**src/rtl/esn_wout_streamer.sv**
```systemverilog
// Streams a snapshot of the ESN readout weights once per training epoch.
// Each frame is a header word followed by NW weight words on a valid/ready stream.
// The header is placed in the low 32 bits of the word, so WW must be at least 32.
module esn_wout_streamer #(
    parameter int unsigned NW = 8,
    parameter int unsigned WW = 32
) (
    input  logic             clk,
    input  logic             rst_N,
    input  logic             ce,
    input  logic [5:0]       addr,
    input  logic [NW*WW-1:0] W_out,
    output logic [WW-1:0]    m_data,
    output logic             m_valid,
    input  logic             m_ready,
    output logic             m_last,
    output logic [7:0]       drop_cnt
);

    localparam int unsigned   IW      = $clog2(NW + 1);
    localparam logic [IW-1:0] LastIdx = IW'(NW);

    typedef enum logic {StIdle, StSend} state_e;

    state_e           state_q, state_d;
    logic [5:0]       addr_q;
    logic [15:0]      epoch_q, epoch_d;
    logic [7:0]       drop_q, drop_d;
    logic [IW-1:0]    idx_q, idx_d;
    logic [NW*WW-1:0] snap_q, snap_d;
    logic [23:0]      hdr_q, hdr_d;
    logic             trig;
    logic [WW-1:0]    word;

    // Rising into address 63 marks the end of an epoch; holding at 63 does not retrigger.
    assign trig = ce && (addr == 6'd63) && (addr_q != 6'd63);

    // Next-state: capture on an idle trigger, advance on transfer, count triggers lost mid-frame.
    always_comb begin
        state_d = state_q;
        epoch_d = epoch_q;
        drop_d  = drop_q;
        idx_d   = idx_q;
        snap_d  = snap_q;
        hdr_d   = hdr_q;
        if (trig) begin
            epoch_d = epoch_q + 16'd1;
        end
        unique case (state_q)
            StIdle: begin
                if (trig) begin
                    snap_d  = W_out;
                    hdr_d   = {epoch_q, drop_q};
                    idx_d   = '0;
                    state_d = StSend;
                end
            end
            StSend: begin
                if (trig && (drop_q != 8'hFF)) begin
                    drop_d = drop_q + 8'd1;
                end
                if (m_ready) begin
                    if (idx_q == LastIdx) begin
                        idx_d   = '0;
                        state_d = StIdle;
                    end else begin
                        idx_d = idx_q + IW'(1);
                    end
                end
            end
            default: state_d = StIdle;
        endcase
    end

    // State registers with asynchronous active-low reset.
    always_ff @(posedge clk or negedge rst_N) begin
        if (!rst_N) begin
            state_q <= StIdle;
            addr_q  <= '0;
            epoch_q <= '0;
            drop_q  <= '0;
            idx_q   <= '0;
            snap_q  <= '0;
            hdr_q   <= '0;
        end else begin
            state_q <= state_d;
            addr_q  <= addr;
            epoch_q <= epoch_d;
            drop_q  <= drop_d;
            idx_q   <= idx_d;
            snap_q  <= snap_d;
            hdr_q   <= hdr_d;
        end
    end

    // Word select: index 0 is the header, index k is snapshot weight k-1.
    always_comb begin
        word = '0;
        if (idx_q == '0) begin
            word[31:0] = {hdr_q, 8'hA5};
        end
        for (int k = 0; k < int'(NW); k++) begin
            if (idx_q == IW'(k + 1)) begin
                word = snap_q[k*WW +: WW];
            end
        end
    end

    // Outputs are gated by state so reset forces them low immediately.
    always_comb begin
        m_valid  = (state_q == StSend);
        m_data   = m_valid ? word : '0;
        m_last   = m_valid && (idx_q == LastIdx);
        drop_cnt = drop_q;
    end

endmodule
```
**config.mk**
```make
export PLATFORM = sky130hd
export DESIGN_NAME = esn_wout_streamer
export DESIGN_NICKNAME = d
export VERILOG_FILES = /design/src/rtl/esn_wout_streamer.sv
export SDC_FILE = /design/constraint.sdc
export NUM_CORES = 1
export LEC_CHECK = 0
export ABC_AREA = 1
export CORE_AREA = 2 2 230 232
export DETAILED_ROUTE_END_ITERATION = 10
export DIE_AREA = 0 0 232 234
export SLEW_MARGIN = 25
export SYNTH_ARGS = -nofsm -noshare
export SYNTH_HDL_FRONTEND = slang
export SYNTH_SLANG_ARGS = --single-unit
```
**constraint.sdc**
```tcl
create_clock -name clk -period 3 [get_ports clk]
set_clock_uncertainty 0.2 [all_clocks]
set_input_delay 0.75 -clock clk [delete_from_list [all_inputs] [get_ports clk]]
set_output_delay 0.75 -clock clk [all_outputs]
set_load 0.02 [all_outputs]
```
==> out/metrics.cfg, run 1 <==
[clock_tree]
numCtsBuffers = 36
cts_tree = yes
clkTransAtPathRegs_ns = 0.06
htree_levels = 2
cts-root-buf = clkbuf_16
clock_latency_ns = 0.56
cts_buffer_depth = 3
clock-sinks = 315

[route]
dr.pass1.iters = 5
detail-route-antenna-nets = 0
viasPerCell = 4.667
vias = 14610
wirelength_um = 57690
post_drt_wl_per_cell_um = 18.43
route.detailed.drc = 0
drt-initial-drc-count = 1098

[worst_setup_path]
crit_arrival_ns = 2.64
crit_type = flop to primary output
cp_max_fo = 7
cpPeakStageDelay_ns = 0.45
worstPathCellList = buf_6 -> ha_4 -> inv_4 -> nand2_4 -> nor2_8 -> buf_6 -> nand3_2 -> nand2_2 -> nand2_2 -> nand2_2 -> nand2_1 -> nand2_1 -> nand2_2 -> a21oi_2 -> buf_6
end_kind = primary output
start_kind = flop
cpMostUsedCell = nand2_2
required_ns = 2.05
reg2reg_slack_ns = 0.97
crit_slowest_cell = dfrtp_2

[timing]
rsz0062_at_grt = yes
clock.fmax_mhz = 278.8
tns_ns = -15.53
hold_viol_final = 0
min_period_ns = 3.587
relSlewSlack = 0.6534
tightest_slew_ns = 0.5199
setup_viol = 33
fin_crit_sh = 1.196
final_max_slew_viol_count = 0
fin_ws_ns = -0.5873

[hold_path]
hold_class = flop to flop

[placed_design]
numPortBuffers = 307
routabilityCongestion = 0.9164
placed_area_mm2 = 0.01976
dp_cells = 3040
hpwl_um = 43390

[synth]
yosysWarnings = 0
synthDistinctLibCells = 26
synth_edf_count = 0
yosys_register_bits = 315
synth_nets = 2337
ys_seq_area_frac = 0.5134
netlist_instances = 2065
synth.cell_area_mm2 = 0.01535
async_reset_ff_frac = 1.000
avgSynthCellArea_um2 = 7.436
synth-main-ff-cell = dfrtp_1

[final_layout]
layout_common_cells = nand2_1 (708), dfrtp_1 (311), inv_1 (295)
layout_commonest_cell = nand2_1
drive_gt1_frac = 0.1668
fin_cells = 3130
fin_nets = 2678
multi_input_comb_area_mm2 = 0.006550
sequential_cell_area_mm2 = 0.007888
area_delta_synth_final_pct = 44.02
design_area_mm2 = 0.02211
num-fill-cells = 5201

[floorplan]
die_y_um = 234
num_rows = 84
initial_core_util = 0.2951
die_w_um = 232
io-pin-count = 308
die-area_mm2 = 0.05429
coreArea_mm2 = 0.05202

[power]
power.leakage_uw = 0.01070
pwr-share-clk = 0.233
ir_drop_v = 0.0005192
power.total_uw = 19840
pwr-share-comb = 0.496
p_seq_frac = 0.271
power.density_mw_per_mm2 = 897.3
power.switching_uw = 8118
switching_share = 0.4091
intPower_uw = 11730

[global_routing]
gr-total-overflow = 0
antenna_found_initial = 7
grt.total_usage = 0.2119
grt_pass1_wl_um = 87090
grt_max_degree = 94
first_global_vias = 14710

[outcome]
status = complete, but fails checks
violations = negative setup slack

[job]
drv_cap = 0

registers in the layout (all words and copies together), names as in the netlist:
name	cells
addr_q	6
drop_cnt	8
epoch_q	16
hdr_q	24
idx_q	4
m_valid	1
snap_q	256
power groups by stage:
stage	sequential [uW]	combinational (uW)	clock [uW]
global route	5450	10700	4900
finish	5380	9840	4620
floorplan	5300	4090	0
global placement	5410	7780	0
detailed placement	5430	7810	0
CTS	5360	9160	4710
logic make-up (layout without fill, tap and decap cells):
logic type               after synthesis  in the layout  synth area share
AND/OR/NAND/NOR                      950            950            0.2451
buffers and inverters                418            787            0.1089
AO/OA/AOI/OAI                        356            356            0.1164
flip-flops                           315            315            0.5134
XOR/XNOR                              20             20           0.01141
adder cells (fa/ha/maj)                6              6          0.004889
other                                  0              8                 0
Yosys cell counts (all sizes together) (6+ instances only):
| master | n | area, um^2 |
|---|---|---|
| clkbuf | 52 | 195.2 |
| nand2 | 823 | 3099 |
| inv | 303 | 1137 |
| dfrtp | 315 | 7883 |
| nand3 | 97 | 485.5 |
| a21oi | 69 | 345.3 |
| nor2 | 21 | 116.4 |
| ha | 6 | 75.07 |
| o21ai | 284 | 1421 |
| xnor2 | 8 | 70.07 |
| xor2 | 12 | 105.1 |
| buf | 63 | 339.1 |
metrics by stage:
step	hold WS [ns]	util	worst slack [ns]
after floorplan	0.2367	-	0.1051
after global placement	0.2493	0.3798	-0.6774
after detailed placement	0.2537	0.3798	-0.6966
after CTS	0.2683	0.4171	-0.5901
after global routing	0.2829	0.4250	-0.7029
final	0.2682	0.4251	-0.5873
worst max-delay path: cells and delay by family, from the launching register on:
| kind | cells | cell delay (ns) |
|---|---|---|
| flip-flops | 1 | 0.45 |
| AO/OA/AOI/OAI | 1 | 0.19 |
| AND/OR/NAND/NOR | 9 | 0.77 |
| adder cells (fa/ha/maj) | 1 | 0.16 |
| buffers and inverters | 4 | 0.50 |
area by class of cell:
class	instances	area share
Inverter	303	0.05217
Antenna cell	8	0.0009053
Clock inverter	18	0.01069
Clock buffer	48	0.04549
Tap cell	688	0.03893
Multi-Input combinational cell	1332	0.2962
Timing Repair Buffer	418	0.1989
Sequential cell	315	0.3567
per-layer routing:
layer | vias up | track usage | part of all wire
li1 | 7000 | - | -
met1 | 7003 | 0.2847 | 0.44
met4 | 2 | 0.1070 | 0.047
met5 | - | 0 | 0.00026
met2 | 484 | 0.3199 | 0.44
met3 | 118 | 0.04900 | 0.072
final timing paths:
kind | start | to | cells after the start
max in group asynchronous | rst_N | snap_q[227] | 3
min in group asynchronous | rst_N | hdr_q[17] | 2
hold reg to reg | snap_q[231] | snap_q[231] | 2
setup / recovery | idx_q[1] | m_data[12] | 15
hold / removal | snap_q[231] | snap_q[231] | 2
setup reg to reg | addr_q[4] | snap_q[127] | 9
what timing repair did:
item | 4_1_cts | 5_1_grt
cloned | 5 | 0
resized for setup | 322 | 111
buffers inserted | 7 | 4
hold endpoints to repair | 50 | 0
pin swaps | 38 | 81
setup endpoints to repair | 33 | 33
hold buffers | 1 | 0
Note: power is estimated with default switching activity, not from simulation.
==> inputs of run 2 (changes only) <==
- GPL_ROUTABILITY_DRIVEN: default -> 0
==> out/metrics.cfg, run 2 (same netlist as run 1, synthesis figures left out) <==
[route]
post_drt_wl_per_cell_um = 18.48  ; +0.26%
drt-initial-drc-count = 1284  ; +17%
vias = 14740  ; +0.92%
wirelength_um = 57730  ; about the same
dr.pass1.iters = 6  ; +1
wl_met3_um = 3845  ; -6.9%
route.detailed.drc = 0  ; unchanged
drt-met1-wl_um = 25630  ; +1.7%
viasPerCell = 4.719  ; +1.1%
dr_wl_met2_um = 26240  ; +2.3%
detail-route-antenna-nets = 0  ; unchanged
maxUsedRoutingLayer = met4

[power]
intPower_uw = 11520  ; -1.8%
power.density_mw_per_mm2 = 893.7  ; -0.41%
switching_share = 0.4150  ; +0.005846
p_seq_frac = 0.272  ; about the same
ir_drop_v = 0.0005052  ; -2.7%
pwr-share-comb = 0.499  ; +0.003
pwr-share-clk = 0.229  ; -0.004
power.switching_uw = 8169  ; +0.62%
power.leakage_uw = 0.01065  ; -0.46%

[floorplan]
io-pin-count = 308  ; unchanged
die_w_um = 232  ; unchanged
coreArea_mm2 = 0.05202  ; unchanged
die-area_mm2 = 0.05429  ; unchanged
die_y_um = 234  ; unchanged
num_rows = 84  ; unchanged
initial_core_util = 0.2951  ; unchanged

[final_layout]
layout_common_cells = nand2_1 (717), dfrtp_1 (312), inv_1 (295)
fin_nets = 2671  ; -0.26%
sequential_cell_area_mm2 = 0.007886  ; about the same
largest_registers = snap_q x256, hdr_q x24, epoch_q x16
drive_gt1_frac = 0.1566  ; -0.01017
largest_reg_flops = 256  ; unchanged
final_core_util = 0.4234  ; -0.001635
num-fill-cells = 5219  ; +0.35%
fin_cells = 3124  ; -0.19%
layout_commonest_cell = nand2_1
multi_input_comb_area_mm2 = 0.006553  ; about the same
area_delta_synth_final_pct = 43.46
top_register = snap_q

[placed_design]
numPortBuffers = 307  ; unchanged
dp_cells = 3026  ; -0.46%
hpwl_um = 42710  ; -1.6%

[clock_tree]
cts-root-buf = clkbuf_16
cts_buffer_depth = 3  ; unchanged
htree_levels = 2  ; unchanged
clock_latency_ns = 0.55  ; about the same
numCtsBuffers = 37  ; +2.8%
cts_tree = yes
clkTransAtPathRegs_ns = 0.06  ; about the same
clock-sinks = 315  ; unchanged

[timing]
fin_ws_ns = -0.5209  ; +0.06644 ns
hold_viol_final = 0  ; unchanged
fin_crit_sh = 1.174  ; -0.02215
relSlewSlack = 0.5611  ; -0.09228
tightest_slew_ns = 0.6583  ; +0.1384 ns
clock.fmax_mhz = 284.0  ; +1.9%
rsz0062_at_grt = yes
final_max_slew_viol_count = 0  ; unchanged
min_period_ns = 3.521  ; -0.06644 ns
setup_viol = 33  ; unchanged

[global_routing]
antenna_found_initial = 5  ; -2
grt_pass1_wl_um = 86470  ; -0.71%
grt.total_usage = 0.2100  ; -0.001931
gr-total-overflow = 0  ; unchanged
grt_max_degree = 78  ; -17%
first_global_vias = 14580  ; -0.86%

[worst_setup_path]
cp_max_fo = 28  ; +21
crit_start = idx_q[0]
start_kind = flop
crit_arrival_ns = 2.57  ; -0.07 ns
end_kind = primary output
crit_type = flop to primary output
r2r_start = addr_q[4]
required_ns = 2.05  ; about the same

[hold_path]
hold_class = flop to flop
min_from = snap_q[224]

[outcome]
violations = negative setup slack
status = complete, but fails checks

[job]
drv_cap = 0  ; unchanged

-- run 2: cell types whose count changed in the layout (fill, tap and decap cells not counted), moves of 4 or more --
cell     delta
buf_4      -16
nand3_1    +13
nand2_1     +9
nand2_2     -9
nand3_2     -8
o21ai_0     -7
a21oi_1     -5
nand3_4     -5
a21oi_4     +4
o21ai_1     +4
-- run 2: worst paths after layout --
| kind | endpoint | slack [ns] | cells past startpoint |
|---|---|---|---|
| setup / recovery | m_data[19] | -0.52 | 14 |
| min in group asynchronous | drop_cnt[2] | 0.58 | 2 |
| hold / removal | snap_q[224] | 0.27 | 2 |
| hold reg to reg | snap_q[224] | 0.27 | 2 |
| max in group asynchronous | snap_q[167] | 1.21 | 3 |
| setup reg to reg | epoch_q[15] | 0.98 | 10 |
-- run 2: final cells by class --
| cell class | count | share of cell area |
|---|---|---|
| antenna | 10 | 0.001136 |
| clock buffer | 54 | 0.04907 |
| clock inverter | 12 | 0.005793 |
| inverter | 303 | 0.05225 |
| multi-input combinational | 1335 | 0.2975 |
| sequential | 315 | 0.3580 |
| tap | 688 | 0.03908 |
| timing repair buffer | 406 | 0.1968 |
| timing repair inverter | 1 | 0.0003976 |
-- run 2: stage by stage --
stage	power, uW	setup WS (ns)	cell area, um^2	hold WS, ns	setup TNS [ns]
3_5_place_dp	13130	-0.7120	19680	0.2538	-16.64
2_1_floorplan	9390	0.1051	15350	0.2367	0
3_3_place_gp	13050	-0.6951	19680	0.2475	-16.09
5_1_grt	20750	-0.6445	22010	0.2887	-18.61
4_1_cts	19160	-0.5500	21730	0.2675	-15.06
6_report	19690	-0.5209	22030	0.2654	-14.99
-- run 2: routing by layer --
layer	track usage	vias up
met2	0.3244	576
li1	-	7009
met1	0.2948	7051
met4	0.08474	0
met5	0	-
met3	0.03161	105
-- run 2: timing repair --
action                                  in CTS  in global routing
gates cloned                                 9                  0
hold endpoints to repair                     1                  0
endpoints found under the setup margin      33                 33
pin swaps                                   41                 34
hold buffers                                 1                  0
resized for setup                          362                 76
setup buffers                               10                  2
-- run 2: power by group through the flow --
stage	Clock [uW]	Sequential, uW	Combinational [uW]
detailed placement	0	5410	7720
finish	4510	5360	9810
global route	4790	5430	10500
global placement	0	5390	7660
floorplan	0	5300	4090
CTS	4610	5350	9200
-- run 2: critical path: stages, from the launching register on --
cell     delay [ns]
dfrtp_1        0.41
buf_4          0.16
ha_4           0.17
buf_6          0.13
buf_12         0.16
nand3_2        0.11
nand3_2        0.08
nand2_2        0.11
nand2_2        0.07
nand2_1        0.06
nand2_1        0.06
nand2_2        0.11
nand2_4        0.07
a21oi_2        0.16
buf_6          0.13
